`src/rtl/cordic_sincos.sv`:
```
// Iterative CORDIC sine/cosine for integer-degree angles, Q1.14 outputs.
// Optional build macro CORDIC_ROUND_EN: round-half-up when dropping the guard bits.
module cordic_sincos #(
  parameter int ITERATIONS = 14
) (
  input  logic               clk,
  input  logic               reset,
  input  logic               start,
  input  logic [15:0]        i_angle,
  output logic signed [15:0] sine_out,
  output logic signed [15:0] cosine_out,
  output logic               done
);
  typedef enum logic [1:0] {IDLE, REDUCE, ROTATE} state_t;

  localparam logic signed [17:0] X0 = 18'sd39797;

  state_t             state_q, state_d;
  logic [15:0]        angle_q, angle_d;
  logic signed [17:0] x_q, x_d, y_q, y_d, z_q, z_d;
  logic [4:0]         it_q, it_d;
  logic               neg_cos_q, neg_cos_d;
  logic signed [15:0] sine_q, sine_d, cosine_q, cosine_d;
  logic               done_q, done_d;

  // atan(2^-i) in degrees with 8 fractional bits
  function automatic logic signed [17:0] atan_lut(input logic [4:0] i);
    case (i)
      5'd0:    return 18'sd11520;
      5'd1:    return 18'sd6801;
      5'd2:    return 18'sd3593;
      5'd3:    return 18'sd1824;
      5'd4:    return 18'sd916;
      5'd5:    return 18'sd458;
      5'd6:    return 18'sd229;
      5'd7:    return 18'sd115;
      5'd8:    return 18'sd57;
      5'd9:    return 18'sd29;
      5'd10:   return 18'sd14;
      5'd11:   return 18'sd7;
      5'd12:   return 18'sd4;
      5'd13:   return 18'sd2;
      5'd14:   return 18'sd1;
      default: return 18'sd0;
    endcase
  endfunction

  function automatic logic signed [17:0] drop_guard(input logic signed [17:0] v);
    logic signed [18:0] t;
`ifdef CORDIC_ROUND_EN
    t = {v[17], v} + 19'sd2;
`else
    t = {v[17], v};
`endif
    return {t[18], t[18:2]};
  endfunction

  function automatic logic signed [15:0] sat(input logic signed [17:0] v);
    if (v > 18'sd16384)       return 16'sd16384;
    else if (v < -18'sd16384) return -16'sd16384;
    else                      return v[15:0];
  endfunction

  logic signed [17:0] theta, zdeg, xs, ys, cx;

  always_comb begin
    state_d   = state_q;
    angle_d   = angle_q;
    x_d       = x_q;
    y_d       = y_q;
    z_d       = z_q;
    it_d      = it_q;
    neg_cos_d = neg_cos_q;
    sine_d    = sine_q;
    cosine_d  = cosine_q;
    done_d    = 1'b0;
    theta     = {2'b00, angle_q};
    zdeg      = theta;
    xs        = x_q >>> it_q;
    ys        = y_q >>> it_q;
    cx        = drop_guard(x_q);
    case (state_q)
      IDLE: if (start) begin
        angle_d = i_angle;
        state_d = REDUCE;
      end
      REDUCE: begin
        if (angle_q >= 16'd360) begin
          angle_d = angle_q - 16'd360;
        end else begin
          neg_cos_d = 1'b0;
          if (theta <= 18'sd90) begin
            zdeg = theta;
          end else if (theta <= 18'sd270) begin
            zdeg      = 18'sd180 - theta;
            neg_cos_d = 1'b1;
          end else begin
            zdeg = theta - 18'sd360;
          end
          x_d     = X0;
          y_d     = '0;
          z_d     = zdeg <<< 8;
          it_d    = '0;
          state_d = ROTATE;
        end
      end
      ROTATE: begin
        if (it_q == 5'(ITERATIONS)) begin
          sine_d   = sat(drop_guard(y_q));
          cosine_d = sat(neg_cos_q ? -cx : cx);
          done_d   = 1'b1;
          state_d  = IDLE;
        end else begin
          if (!z_q[17]) begin
            x_d = x_q - ys;
            y_d = y_q + xs;
            z_d = z_q - atan_lut(it_q);
          end else begin
            x_d = x_q + ys;
            y_d = y_q - xs;
            z_d = z_q + atan_lut(it_q);
          end
          it_d = it_q + 5'd1;
        end
      end
      default: state_d = IDLE;
    endcase
  end

  always_ff @(posedge clk) begin
    if (!reset) begin
      state_q   <= IDLE;
      angle_q   <= '0;
      x_q       <= '0;
      y_q       <= '0;
      z_q       <= '0;
      it_q      <= '0;
      neg_cos_q <= 1'b0;
      sine_q    <= '0;
      cosine_q  <= '0;
      done_q    <= 1'b0;
    end else begin
      state_q   <= state_d;
      angle_q   <= angle_d;
      x_q       <= x_d;
      y_q       <= y_d;
      z_q       <= z_d;
      it_q      <= it_d;
      neg_cos_q <= neg_cos_d;
      sine_q    <= sine_d;
      cosine_q  <= cosine_d;
      done_q    <= done_d;
    end
  end

  assign sine_out   = sine_q;
  assign cosine_out = cosine_q;
  assign done       = done_q;
endmodule

```
`config.mk`:
```
export PLATFORM = sky130hd
export DESIGN_NAME = cordic_sincos
export DESIGN_NICKNAME = d
export VERILOG_FILES = /design/src/rtl/cordic_sincos.sv
export SDC_FILE = /design/constraint.sdc
export NUM_CORES = 1
export LEC_CHECK = 0
export CAP_MARGIN = 40
export CORE_MARGIN = 8
export CORE_UTILIZATION = 45
export DETAILED_ROUTE_END_ITERATION = 8
export PLACE_DENSITY = 0.66
export SYNTH_ARGS = -nofsm -noshare
export SYNTH_HDL_FRONTEND = slang
export SYNTH_SLANG_ARGS = --single-unit
```
`constraint.sdc`:
```
create_clock -name clk -period 7.4 [get_ports clk]
set_input_delay 2.22 -clock clk [delete_from_list [all_inputs] [get_ports clk]]
set_output_delay 2.22 -clock clk [all_outputs]
set_load 0.05 [all_outputs]
```
==> key figures <==
CTS
  – CTS tree: yes
  – CTS root buffer: clkbuf_16
  – Clock Latency Late Sink: 0.43 ns
  – Num CTS Buffers: 17
  – Clock H-tree levels: 4
  – Post-CTS setup buffers: 0
  – Reg clk slew, reported paths: 0.07 ns
  – Clock sinks: ~130
  – CTS Hold Bufs: 0
  – Post-CTS sizing: 0
  – Max Buffers Root-to-Sink: 2

Logic synthesis
  – Yosys reg bits: around 130
  – Mapped Cells: about 1400
  – Register area share after synthesis: 22.0%
  – Post-Syn Area: 0.0114 mm^2
  – Post-synth ARST share: 0%
  – Post-synth top flop: dfxtp_1
  – Commonest cells in the netlist: nor2_1 (173), dfxtp_1 (125), nand2_1 (104), a21oi_1 (99), o21ai_0 (94)
  – Synth top area share: 22.0%
  – Synth unique cells: between 90 and 100
  – Synthesized Nets: about 1500
  – Syn Area/Cell: roughly 7.9 um^2
  – Most frequent cell after synthesis: nor2_1
  – Cell taking the most area after synthesis: dfxtp_1
  – Synth Warn #: 0
  – Most area-consuming cells after synthesis: dfxtp_1 (22%), ha_1 (7.8%), mux4_2 (6.1%)
  – EDFF count, synth: 0

Power and ir drop
  – Net Sw Frac: between 40% and 50%
  – P_int: approximately 2 mW
  – Sequential Power Share: around 25%
  – Max IR drop VDD: 140 uV
  – Clk network pwr share: a little over a quarter
  – Switching power: about 1.4 mW
  – Power Density: approximately 270 mW/mm^2
  – Logic gate share of total power: 48.6%
  – P_leak: around 5 nW

Floorplanning
  – Floorplan core area: between 0.02 and 0.025 mm^2
  – Die Span Y: approximately 170 um
  – Die ar.: 0.0306 mm^2
  – Row count: 58
  – Initial Util: about 45%
  – Die W: between 150 and 200 um
  – Num ports: 52

Worst hold path
  – Worst hold path class: flip-flop to flip-flop

Critical path
  – Critical-path maximum fanout: 27
  – CP Data Arrival Time: 5.47 ns
  – Crit Path Class: flip-flop to flip-flop
  – Critical Path RT: 7.70 ns
  – Startpoint Class: flip-flop
  – Critical Path Sink Type: flip-flop

Global routing
  – Largest net degree at the start of global routing: between 50 and 60
  – First-pass GRT wire length: 54.9 mm
  – Met1 Track Usage GR: between 20% and 30%
  – Vias in the first global route: between 10000 and 15000
  – Met2 GRT Util: between 30% and 40%
  – GRT overflow: 0
  – Initial antenna violation count: 0
  – Most used routing layer: met2
  – Total GRT Usage: between 20% and 30%
  – Met3 global-route usage: 3.41%

Final layout
  – Syn-to-layout area delta: 11.2%
  – Storage cell area: 0.00250 mm^2
  – Final nets: about 1500
  – Layout fillers: between 2000 and 2500
  – Area occupied by multi-input gates: slightly above 0.008 mm^2
  – Post-Route Utilization: between 50% and 60%
  – Layout Cells excl Fill: 1777
  – Layout cell share with drive strength beyond 1: approximately 10%
  – Diode count: 0

Route
  – DR iter-0 viols: 960
  – Drt drc: 0
  – WL/cell: 18.9 um
  – Vias per cell: 6.17
  – DR vias: 11000
  – DR pass1 iterations: 5
  – Final WL: ~34 mm
  – ANT nets after route: 0

Placed design
  – PortBufs: between 50 and 60
  – Hpwl dp: between 20 and 25 mm
  – GPL Wtd Cong: between 0.9 and 1
  – # placed instances: around 1700
  – Setup Slack @ Placement: around 2.3 ns

Timing
  – Worst-Margin Slew: approximately 0.95 ns
  – Final setup margin: 2.23 ns
  – Period utilisation layout: between 60% and 70%
  – Final setup fails: 0
  – Final hold vios: 0
  – Sum Neg Setup Slack: 0 ns
  – Worst clock skew: approximately 0.013 ns
  – Slew Viols, Final: 0
  – Rel. slew slack: a little under two fifths
  – Fmax: approximately 190 MHz
  – Final min period: 5.17 ns
  – RSZ-0062 raised after global routing: no

Status
  – Status: finished, final reports clean

Job
  – Maxcap violations: 0
logic make-up after synthesis:
family | synth area share [%]
AND/OR/NAND/NOR | 22.1
AO/OA/AOI/OAI | 24.1
buffers and inverters | 5.27
flip-flops | 22.0
XOR/XNOR | 7.39
multiplexers | 10.8
adder cells (fa/ha/maj) | 8.35
power groups by stage:
| stage | Clock [mW] | Combinational, mW | Sequential [mW] |
|---|---|---|---|
| 2_1_floorplan | 0 | 1.36 | 0.774 |
| 3_3_place_gp | 0 | 1.59 | 0.843 |
| 3_5_place_dp | 0 | 1.60 | 0.842 |
| 4_1_cts | 0.904 | 1.62 | 0.827 |
| 5_1_grt | 0.934 | 1.83 | 0.839 |
| 6_report | 0.893 | 1.63 | 0.831 |
layout by cell type, fill, tap and decap left out, drive strengths merged, types with 51 or more instances in the layout:
cell | synthesis | final
nor2 | 173 | 173
dfxtp | 125 | 125
nand2 | 106 | 106
a21oi | 100 | 100
o21ai | 99 | 99
ha | 71 | 71
xnor2 | 56 | 56
nor3 | 53 | 53
inv | 43 | 52
clkdlybuf4s50 | 0 | 51
metal layers:
layer,wire [um],vias to the layer above,share of wire (%)
li1,-,5306,-
met2,15400,365,46
met1,15200,5231,45
met3,2280,58,6.8
met5,0,-,0
met4,803,0,2.4
through the flow:
stage	hold slack (ns)	instance area, um^2	total power [mW]
2_1_floorplan	0.436	11400	2.14
3_3_place_gp	0.438	12000	2.43
3_5_place_dp	0.441	12000	2.45
4_1_cts	0.458	12600	3.35
5_1_grt	0.483	12600	3.60
6_report	0.455	12600	3.36
final timing paths:
kind                            depth (start not counted)  slack [ns]             end      startpoint
worst max-delay path                                   16        2.23         x_q[16]         it_q[0]
worst min-delay path                                    2        0.45  cosine_out[14]  cosine_out[14]
worst max register to register                         16        2.23         x_q[16]         it_q[0]
worst min register to register                          2        0.45  cosine_out[14]  cosine_out[14]
critical path: stages (launching register included):
cell      delay [ns]
dfxtp_2         0.76
clkinv_1        0.68
mux4_2          0.64
o221ai_1        0.36
ha_1            0.33
nor2_1          0.07
xor2_1          0.15
ha_1            0.32
nor2b_1         0.16
o31a_1          0.28
o211ai_1        0.27
a21o_1          0.18
nand3_1         0.11
a41oi_1         0.33
o21ai_0         0.18
nand4b_1        0.12
o211ai_1        0.08
final cells by class:
type                    count  share of cell area [%]
clock inverters            14                    1.35
multi-input cells        1176                    65.5
inverters                  44                    1.31
flip-flops and latches    125                    19.8
repair buffers             70                    5.23
well taps                 330                    3.27
clock buffers              18                    3.48
(Power assumes the default switching activity.)
